## src/rtl/pe_mac_gen2_if.sv

```systemverilog
// Bundled operand, pipeline, partial-sum and drain-chain signals of one
// pe_mac_gen2 processing element.
interface pe_mac_gen2_if #(
    parameter int BITWIDTH = 8,
    parameter int ACCWIDTH = 32
);
    logic                mode;
    logic                acc_clear;
    logic                load_weights;
    logic                compute_en;
    logic                in_valid;
    logic [BITWIDTH-1:0] in_data;
    logic [BITWIDTH-1:0] in_weight;
    logic [ACCWIDTH-1:0] in_psum;
    logic [BITWIDTH-1:0] out_data;
    logic [BITWIDTH-1:0] out_weight;
    logic                out_valid;
    logic [ACCWIDTH-1:0] out_psum;
    logic                overflow;
    logic                drain_start;
    logic [ACCWIDTH-1:0] res_in;
    logic                res_in_valid;
    logic [ACCWIDTH-1:0] res_out;
    logic                res_out_valid;

    modport master (
        output mode, acc_clear, load_weights, compute_en, in_valid,
        output in_data, in_weight, in_psum, drain_start, res_in, res_in_valid,
        input  out_data, out_weight, out_valid, out_psum, overflow,
        input  res_out, res_out_valid
    );

    modport slave (
        input  mode, acc_clear, load_weights, compute_en, in_valid,
        input  in_data, in_weight, in_psum, drain_start, res_in, res_in_valid,
        output out_data, out_weight, out_valid, out_psum, overflow,
        output res_out, res_out_valid
    );
endinterface

```

## src/rtl/pe_mac_gen2.sv

```systemverilog
// Systolic PE with runtime output-stationary / weight-stationary dataflow,
// saturating accumulate and a shift-chain result drain.
module pe_mac_gen2 #(
    parameter int BITWIDTH  = 8,
    parameter int ACCWIDTH  = 32,
    parameter int SIGNED    = 1,
    parameter int SATURATE  = 1,
    parameter int CHAIN_POS = 0
) (
    input  logic          clk,
    input  logic          reset,
    pe_mac_gen2_if.slave  bus
);
    localparam int   PW  = 2 * BITWIDTH;
    localparam int   EW  = ACCWIDTH + 1;
    localparam int   CW  = (CHAIN_POS > 0) ? $clog2(CHAIN_POS + 1) : 1;
    localparam logic SGN = (SIGNED != 0);

    localparam logic [1:0] ST_IDLE  = 2'd0;
    localparam logic [1:0] ST_ACCUM = 2'd1;
    localparam logic [1:0] ST_DRAIN = 2'd2;

    logic [1:0]          state_q;
    logic                mode_q;
    logic [BITWIDTH-1:0] w_q;
    logic [ACCWIDTH-1:0] acc_q;
    logic [ACCWIDTH-1:0] psum_q;
    logic [BITWIDTH-1:0] out_data_q;
    logic [BITWIDTH-1:0] out_weight_q;
    logic                out_valid_q;
    logic                ovf_q;
    logic [ACCWIDTH-1:0] res_q;
    logic                res_valid_q;
    logic [CW-1:0]       cnt_q;

    // One shared multiply-add: WS uses the stored weight and the incoming
    // partial sum, OS uses the streaming weight and the local accumulator.
    logic [BITWIDTH-1:0] w_op;
    logic [ACCWIDTH-1:0] addend;
    logic [PW-1:0]       d_ext, w_ext, prod;
    logic [EW-1:0]       a_ext, p_ext, sum_raw;
    logic [ACCWIDTH-1:0] sum_val;
    logic                sum_ovf;

    // NOTE: every always_comb output gets a full default first; a path that
    // leaves one unassigned would infer a latch.
    always_comb begin
        w_op    = mode_q ? w_q : bus.in_weight;
        addend  = mode_q ? bus.in_psum : acc_q;
        d_ext   = {{BITWIDTH{SGN & bus.in_data[BITWIDTH-1]}}, bus.in_data};
        w_ext   = {{BITWIDTH{SGN & w_op[BITWIDTH-1]}}, w_op};
        prod    = d_ext * w_ext;
        a_ext   = {SGN & addend[ACCWIDTH-1], addend};
        p_ext   = {{(EW-PW){SGN & prod[PW-1]}}, prod};
        sum_raw = a_ext + p_ext;
        sum_ovf = SGN ? (sum_raw[EW-1] != sum_raw[EW-2]) : sum_raw[EW-1];
        sum_val = sum_raw[ACCWIDTH-1:0];
        if (sum_ovf && (SATURATE != 0)) begin
            if (!SGN)              sum_val = '1;
            else if (sum_raw[EW-1]) sum_val = {1'b1, {(ACCWIDTH-1){1'b0}}};
            else                    sum_val = {1'b0, {(ACCWIDTH-1){1'b1}}};
        end
    end

    // NOTE: state registers use non-blocking assignments so every branch
    // reads the pre-edge values regardless of statement order.
    always_ff @(posedge clk) begin
        if (reset) begin
            state_q      <= ST_IDLE;
            mode_q       <= 1'b0;
            w_q          <= '0;
            acc_q        <= '0;
            psum_q       <= '0;
            out_data_q   <= '0;
            out_weight_q <= '0;
            out_valid_q  <= 1'b0;
            ovf_q        <= 1'b0;
            res_q        <= '0;
            res_valid_q  <= 1'b0;
            cnt_q        <= '0;
        end else begin
            if (state_q == ST_IDLE && !bus.compute_en)
                mode_q <= bus.mode;

            if (bus.acc_clear) begin
                acc_q       <= '0;
                ovf_q       <= 1'b0;
                res_valid_q <= 1'b0;
                cnt_q       <= '0;
                state_q     <= ST_IDLE;
            end else if (mode_q && bus.load_weights) begin
                w_q          <= bus.in_weight;
                out_weight_q <= bus.in_weight;
            end else if (!mode_q && bus.drain_start && state_q != ST_DRAIN) begin
                res_q       <= acc_q;
                res_valid_q <= 1'b1;
                cnt_q       <= CW'(CHAIN_POS);
                state_q     <= ST_DRAIN;
            end else if (state_q == ST_DRAIN) begin
                // Pass upstream results through, then retire our own accumulator.
                if (cnt_q != '0) begin
                    res_q       <= bus.res_in;
                    res_valid_q <= bus.res_in_valid;
                    cnt_q       <= cnt_q - CW'(1);
                end else begin
                    res_valid_q <= 1'b0;
                    acc_q       <= '0;
                    state_q     <= ST_IDLE;
                end
            end else if (bus.compute_en) begin
                out_data_q   <= bus.in_data;
                out_weight_q <= bus.in_weight;
                out_valid_q  <= bus.in_valid;
                if (bus.in_valid) begin
                    if (mode_q) psum_q <= sum_val;
                    else        acc_q  <= sum_val;
                    if (sum_ovf) ovf_q <= 1'b1;
                    state_q <= ST_ACCUM;
                end
            end
        end
    end

    assign bus.out_data      = out_data_q;
    assign bus.out_weight    = out_weight_q;
    assign bus.out_valid     = out_valid_q;
    assign bus.out_psum      = mode_q ? psum_q : acc_q;
    assign bus.overflow      = ovf_q;
    assign bus.res_out       = res_q;
    assign bus.res_out_valid = res_valid_q;
endmodule

```

## src/flat_wrapper.sv

```systemverilog
// flat-port wrapper written by rule: the top's interface ports become plain ports
module pe_mac_gen2_flat 
#(
    parameter int BITWIDTH  = 8,
    parameter int ACCWIDTH  = 32,
    parameter int SIGNED    = 1,
    parameter int SATURATE  = 1,
    parameter int CHAIN_POS = 0
)
  (clk, reset, bus_mode, bus_acc_clear, bus_load_weights, bus_compute_en, bus_in_valid, bus_in_data, bus_in_weight, bus_in_psum, bus_drain_start, bus_res_in, bus_res_in_valid, bus_out_data, bus_out_weight, bus_out_valid, bus_out_psum, bus_overflow, bus_res_out, bus_res_out_valid);
  pe_mac_gen2_if #(.BITWIDTH(BITWIDTH), .ACCWIDTH(ACCWIDTH)) bus_i ();
  input  logic clk;
  input  logic reset;
  input wire logic [$bits(bus_i.mode)-1:0] bus_mode;
  input wire logic [$bits(bus_i.acc_clear)-1:0] bus_acc_clear;
  input wire logic [$bits(bus_i.load_weights)-1:0] bus_load_weights;
  input wire logic [$bits(bus_i.compute_en)-1:0] bus_compute_en;
  input wire logic [$bits(bus_i.in_valid)-1:0] bus_in_valid;
  input wire logic [$bits(bus_i.in_data)-1:0] bus_in_data;
  input wire logic [$bits(bus_i.in_weight)-1:0] bus_in_weight;
  input wire logic [$bits(bus_i.in_psum)-1:0] bus_in_psum;
  input wire logic [$bits(bus_i.drain_start)-1:0] bus_drain_start;
  input wire logic [$bits(bus_i.res_in)-1:0] bus_res_in;
  input wire logic [$bits(bus_i.res_in_valid)-1:0] bus_res_in_valid;
  output wire logic [$bits(bus_i.out_data)-1:0] bus_out_data;
  output wire logic [$bits(bus_i.out_weight)-1:0] bus_out_weight;
  output wire logic [$bits(bus_i.out_valid)-1:0] bus_out_valid;
  output wire logic [$bits(bus_i.out_psum)-1:0] bus_out_psum;
  output wire logic [$bits(bus_i.overflow)-1:0] bus_overflow;
  output wire logic [$bits(bus_i.res_out)-1:0] bus_res_out;
  output wire logic [$bits(bus_i.res_out_valid)-1:0] bus_res_out_valid;
  assign bus_i.mode = bus_mode;
  assign bus_i.acc_clear = bus_acc_clear;
  assign bus_i.load_weights = bus_load_weights;
  assign bus_i.compute_en = bus_compute_en;
  assign bus_i.in_valid = bus_in_valid;
  assign bus_i.in_data = bus_in_data;
  assign bus_i.in_weight = bus_in_weight;
  assign bus_i.in_psum = bus_in_psum;
  assign bus_i.drain_start = bus_drain_start;
  assign bus_i.res_in = bus_res_in;
  assign bus_i.res_in_valid = bus_res_in_valid;
  assign bus_out_data = bus_i.out_data;
  assign bus_out_weight = bus_i.out_weight;
  assign bus_out_valid = bus_i.out_valid;
  assign bus_out_psum = bus_i.out_psum;
  assign bus_overflow = bus_i.overflow;
  assign bus_res_out = bus_i.res_out;
  assign bus_res_out_valid = bus_i.res_out_valid;
  pe_mac_gen2 #(.BITWIDTH(BITWIDTH), .ACCWIDTH(ACCWIDTH), .SIGNED(SIGNED), .SATURATE(SATURATE), .CHAIN_POS(CHAIN_POS)) u_core (.clk(clk), .reset(reset), .bus(bus_i));
endmodule
```

## config.mk

```make
export PLATFORM = sky130hd
export DESIGN_NAME = pe_mac_gen2_flat
export DESIGN_NICKNAME = d
export VERILOG_FILES = /design/src/rtl/pe_mac_gen2_if.sv /design/src/rtl/pe_mac_gen2.sv /design/src/flat_wrapper.sv
export SDC_FILE = /design/constraint.sdc
export NUM_CORES = 1
export LEC_CHECK = 0
export ABC_AREA = 1
export CORE_ASPECT_RATIO = 0.5
export CORE_MARGIN = 1.5
export CORE_UTILIZATION = 51
export CTS_BUF_LIST = sky130_fd_sc_hd__clkbuf_8 sky130_fd_sc_hd__clkbuf_16
export DETAILED_ROUTE_END_ITERATION = 10
export GPL_ROUTABILITY_DRIVEN = 0
export PLACE_DENSITY = 0.79
export SYNTH_ARGS = -nofsm -noshare
export SYNTH_HDL_FRONTEND = slang
export SYNTH_SLANG_ARGS = --single-unit
```

## constraint.sdc

```tcl
create_clock -name clk -period 7 [get_ports clk]
set_input_delay 1.4 -clock clk [delete_from_list [all_inputs] [get_ports clk]]
set_output_delay 1.4 -clock clk [all_outputs]
set_load 0.005 [all_outputs]
```

==> results.md, run 1 <==
- Status: completed
- Ys Warns: 0
- HP Class: register to register
- GR peak layer: met2
- Final setup vio count: 0
- Min-delay src: u_core.bus.res_out[10]
- Total gr overflow: 0
- Tmin final: 6.672 ns
- FF-to-FF setup slack: roughly 0.81 ns
- XOR/XNOR share of the synthesized area: 0.01659
- Via count: 10520
- DP Wirelength: 24.82 mm
- Fin crit share: 0.9531
- Final Hold Fails: 0
- Hold buffer count at cts: 0
- EDFF count, synth: 0
- Starting Density: 0.5277
- Initial antenna violation count: 0
- Seq/Total Area, Yosys: 0.2171
- Synth Register Bits: 126
- Post-synth ARST share: 0
- Synth Area in Compound Gates: 0.1413
- Post-synthesis mux area share: 0.001723
- Number of port buffers: 138
- Reg2reg start: u_core.mode_q
- Filler instances: 1784
- Hold Path Depth: 2
- Post-DP Area: 14060 sq um
- Reg clk slew, reported paths: 0.06 ns
- Iter 0 DRT Violations: 824
- Post-CTS setup buffer count: 0
- Syn avg cell area: 7.568 sq um
- Met2 Usage GRT: 0.4480
- Register area: 2522 sq um
- First-pass GRT wire length: 52.02 mm
- Router iterations before antenna repair: 5
- WL/cell: approximately 15 um
- Max cap viols: 0
- WS Path Type: input pin to register
- Die Area: 23750 sq um
- Fmax: 149.9 MHz
- Mapped Cells: approximately 1500
- CTS tree: built
- Prevailing post-synth register cell: dfxtp_1
- Worst skew pair latency: ~0.42 ns
- Number of gates resized after CTS: 0
- Total Wirelength: 31.41 mm
- DRC: 0
- Core ar.: 22010 sq um
- Reg2reg end: u_core.acc_q[14]
- Post-Syn Nets: around 1800
- Simple-Gate Fraction of Synth Area: 0.1917
- Largest net degree at the start of global routing: 65
- Worst Max-Slew Pin Slew: 1.128 ns
- RSZ-0062 raised after global routing: no
- Library cells used by synthesis: 38
- Met3 Track Usage GR: 0.04869
- CP Max Fanout: 14
- Share of cells above drive strength 1: 0.1021
- Adder-cell share of the synthesized area: 0.3188
- Nets: 2052
- Met1 usage: 0.3807
- CTS Root Cell: clkbuf_16
- Sum Neg Setup Slack: 0 ns
- Hold path endpoint: u_core.bus.res_out[10]
- TritonCTS buffer count: 17
- Mapped Area: 11620 sq um
- Via density: 5.100
- CP endpoint kind: register
- Max-slew violation count: 0
- Slew headroom: 0.2470
- Cell area after layout: 14640 sq um
- R2R depth: 27
- Htree depth: 4
- IO Pins: approximately 170
- Final core area utilization: 0.6651
- Antenna Cells: 0
- Layout Skew: 0.01183 ns
- Required @ worst endpoint: 7.35 ns
- Area grow syn2layout: 26.04%
- Overall Global Routing Usage: 0.2792
- Vias in the first global route: roughly 11000
- CP arrival: 7.02 ns
- Largest buffer count on any clock path: 2
- Worst setup SP type: input pin
- Multi-input logic area: 7794 sq um
- Clock sinks: 126
- Die height: 109.7 um
- Dominant combinational cell family by area after synthesis: adder cells
- Site row count: 38
- Die width: 216.4 um
- Antenna-violating nets left: 0
synth_stat cells, types with 3 or more instances:
cell type,number,area (sq um)
buf_1,4,15.01
clkbuf_1,34,127.6
a21oi_2,4,35.03
nand4_1,6,37.54
inv_1,286,1074
nor2_1,155,581.8
ha_1,72,900.9
a21oi_1,99,495.5
xor2_1,10,87.58
o21ai_0,74,370.4
or2_2,7,43.79
xnor2_1,12,105.1
nand3_1,28,140.1
nand3_2,3,30.03
a211oi_1,26,195.2
o21bai_1,8,60.06
buf_2,5,25.02
fa_1,140,2803
nand2_1,327,1227
o21ai_1,35,175.2
nand2_2,11,68.82
nor3_1,3,15.01
a21boi_0,31,232.7
dfxtp_1,126,2522
o21ai_2,4,35.03
buf_6,5,56.30
metal layers:
layer	part of all wire	wire, um
met5	0	0
met4	0.035	1084
met3	0.064	2018
met2	0.44	13920
met1	0.46	14390
registers in the layout (all words and copies together) (netlist names):
register,count
u_core.acc_q,32
u_core.bus.res_out,32
u_core.psum_q,32
u_core.bus.out_data,8
u_core.bus.out_weight,8
u_core.w_q,8
u_core.state_q,2
u_core.bus.out_valid,1
u_core.bus.overflow,1
u_core.bus.res_out_valid,1
u_core.mode_q,1
critical path: stages:
cell and delay [ns]:
clkdlybuf4s50_1 0.50, o21ai_0 0.12, buf_4 0.16, inv_1 0.11, nand2_1 0.12, fa_1 0.53
fa_1 0.61, inv_1 0.09, buf_12 0.16, fa_1 0.50, fa_1 0.42, ha_1 0.32
ha_1 0.36, nand2_1 0.10, nor2_1 0.20, nand2_1 0.13, nor2_1 0.13, nand2_2 0.09
nand3_1 0.10, nand2_1 0.09, nand2_4 0.15, buf_4 0.21, nand2_1 0.07, nand2_1 0.09
nand2_1 0.07, a21oi_1 0.16
cell usage in the layout, fill, tap and decap left out, drive strengths merged, types with 72 or more instances in the layout:
master         Yosys  final
nand2            340    340
o21ai            113    113
clkdlybuf4s50      0    137
a21oi            103    103
dfxtp            126    126
fa               140    140
nor2             159    159
inv              288    290
ha                72     72
buf               14    108
cell type report:
| type | count | area share |
|---|---|---|
| clock buffers | 20 | 0.03188 |
| well taps | 300 | 0.02564 |
| inverters | 289 | 0.07409 |
| repair buffers | 245 | 0.1557 |
| flip-flops and latches | 126 | 0.1723 |
| multi-input cells | 1072 | 0.5323 |
| clock inverters | 11 | 0.008118 |
cells by family (layout without fill, tap and decap cells):
group | count (synthesis) | count (layout)
AOI/OAI and AO/OA | 286 | 286
xor gates and xnor gates | 22 | 22
DFF | 126 | 126
adders and majority gates | 212 | 212
muxes | 2 | 2
and+or+nand+nor | 550 | 550
buffers and inverters | 337 | 565
how the worst max path moves through the flow:
stage,slack [ns],start,to,cells after the start
2_1_floorplan,0.1,bus_in_weight[0],u_core.psum_q[27],23
3_3_place_gp,0.04,bus_in_weight[3],u_core.acc_q[14],26
3_5_place_dp,-0.03,bus_in_weight[3],u_core.acc_q[0],28
4_1_cts,0.36,bus_in_weight[3],u_core.acc_q[14],28
5_1_grt,0.01,bus_in_weight[3],u_core.acc_q[11],27
6_report,0.33,bus_in_weight[3],u_core.acc_q[14],26
stage by stage:
stage	std cells	hold slack [ns]	worst slack (ns)
2_1_floorplan	1535	0.4402	0.09627
3_3_place_gp	2032	0.4336	0.04472
3_5_place_dp	2032	0.4392	-0.02751
4_1_cts	2063	0.4478	0.3649
5_1_grt	2063	0.4637	0.01435
6_report	2063	0.4452	0.3283
Power of run 1 is not shown: default switching activity piles up to over one toggle a cycle in this logic, so the estimate is an artifact.
==> inputs of run 2 (changes only) <==
--- a/config.mk
+++ b/config.mk
@@ -7,7 +7,7 @@
 export LEC_CHECK = 0
 export ABC_AREA = 1
 export CORE_ASPECT_RATIO = 0.5
-export CORE_MARGIN = 1.5
+export CORE_MARGIN = 2
 export CORE_UTILIZATION = 51
 export CTS_BUF_LIST = sky130_fd_sc_hd__clkbuf_8 sky130_fd_sc_hd__clkbuf_16
 export DETAILED_ROUTE_END_ITERATION = 10
==> run 2 against run 1 <==
Final area is 0.26% higher. Wire length is 0.75% higher. Fmax hardly changed. Non-clock buffer count is 5 higher. Global-route usage is 0.62 points lower. Sequential cell count stayed put. Critical path depth is 2 higher. Cell count hardly changed. Via count is 0.79% higher. Sequential share of layout area hardly changed. Die area is 1.4% higher. Utilization is 0.17 points higher. Critical path type unchanged. Highest routed layer unchanged.
==> results.md, run 2 (synthesized netlist as in run 1, its figures left out) <==
- Largest buffer count on any clock path: 2
- Die height: 110.7 um
- Worst Max-Slew Pin Slew: approximately 1.1 ns
- Post-DP Area: 14080 sq um
- Fmax: 150.0 MHz
- CTS Root Cell: clkbuf_16
- Register area: 2522 sq um
- Htree depth: 4
- CP arrival: 7.01 ns
- WL/cell: between 15 and 20 um
- Multi-input logic area: roughly 7800 sq um
- Total Wirelength: around 32 mm
- Starting Density: 0.5277
- IO Pins: 172
- Number of port buffers: 138
- DRC: 0
- Number of gates resized after CTS: 0
- Filler instances: 1775
- Cell area after layout: approximately 15000 sq um
- Max cap viols: 0
- Worst setup SP type: input pin
- Via count: about 11000
- Die width: 217.4 um
- Vias in the first global route: between 10000 and 15000
- Most frequent cells in the layout: 325 x nand2_1, 286 x inv_1, 155 x nor2_1, 139 x fa_1, 137 x clkdlybuf4s50_1
- Reg clk slew, reported paths: 0.05 ns
- Required @ worst endpoint: about 7.4 ns
- Hold buffer count at cts: 0
- First-pass GRT wire length: around 52 mm
- Sum Neg Setup Slack: 0 ns
- HP Class: register to register
- Area grow syn2layout: 26.37%
- Total gr overflow: 0
- TritonCTS buffer count: 17
- Final WS setup: 0.3341 ns
- Overall Global Routing Usage: 0.2731
- CTS tree: built
- Final Hold Fails: 0
- Site row count: 38
- Post-CTS setup buffer count: 0
- Die Area: 24070 sq um
- Fin crit share: 0.9523
- Antenna-violating nets left: 0
- Initial antenna violation count: 0
- Clock sinks: 126
- Layout Skew: ~0.0075 ns
- Status: completed
- Pre-CTS setup slack: -0.1200 ns
- Tmin final: about 6.7 ns
- WS Path Type: input pin to register
- Final core area utilization: 0.6668
- RSZ-0062 raised after global routing: no
- Largest net degree at the start of global routing: 65
- Max-slew violation count: 0
- Nets: just over 2000
- CP Max Fanout: 15
- Iter 0 DRT Violations: approximately 780
- Core ar.: ~22000 sq um
- Via density: 5.136
- Share of cells above drive strength 1: 0.1059
- DP Wirelength: 25.00 mm
- Antenna Cells: 0
- Most common cell after layout, fill and taps aside: nand2_1
- Router iterations before antenna repair: 5
- Worst skew pair latency: 0.42 ns
- CP endpoint kind: register
- Final setup vio count: 0
- Slew headroom: 0.2463
==> run 2: cell count changes in the layout (fill, tap and decap cells not counted), moves of 2 or more <==
cell	before	now
buf_4	99	105
a21oi_1	99	97
a21oi_2	4	6
clkinvlp_4	5	0
clkinv_2	1	3
==> run 2: worst paths after layout <==
check	start	to	slack, ns	cells after the start
max	bus_in_weight[3]	u_core.acc_q[11]	0.33	28
min	u_core.bus.res_out[11]	u_core.bus.res_out[11]	0.45	2
max reg2reg	u_core.mode_q	u_core.acc_q[11]	0.78	29
min reg2reg	u_core.bus.res_out[11]	u_core.bus.res_out[11]	0.45	2
==> run 2: final cells by class <==
class                      instances  share of cell area
multi-input combinational       1072              0.5319
tap                              300             0.02557
inverter                         289             0.07390
timing repair buffer             250              0.1570
sequential                       126              0.1718
clock inverter                     8            0.008012
clock buffer                      20             0.03179
==> run 2: worst max-delay path: stages <==
cell and delay [ns]:
clkdlybuf4s50_1 0.44, o21ai_0 0.22, buf_4 0.16, inv_1 0.06, nand2_1 0.12, fa_1 0.49
fa_2 0.64, inv_1 0.08, buf_12 0.16, fa_1 0.53, fa_1 0.44, ha_1 0.29
ha_1 0.34, nand2_1 0.08, nand2_1 0.06, nand2_1 0.08, and2_1 0.12, nand2_1 0.10
a21oi_2 0.23, nand2_2 0.08, nand2_1 0.06, nand2_1 0.08, nand2_4 0.18, buf_4 0.21
nand2_1 0.08, nand2_1 0.08, nand2_1 0.05, a21oi_1 0.16
==> run 2: through the flow <==
step	cells	hold slack, ns
after floorplan	1535	0.4402
after global placement	2037	0.4338
after detailed placement	2037	0.4380
after CTS	2065	0.4465
after global routing	2065	0.4765
final	2065	0.4475
==> run 2: routing by layer <==
metal  wire [um]  part of all wire  vias to the layer above  global-route usage
met5           0                 0                        -                   0
met4        1256             0.040                        0              0.1119
met3        2086             0.066                       67             0.04636
met2       13960              0.44                      377              0.4291
met1       14340              0.45                     4968              0.3743
li1            -                 -                     5193                   -
Power of run 2 is left out for the same reason.
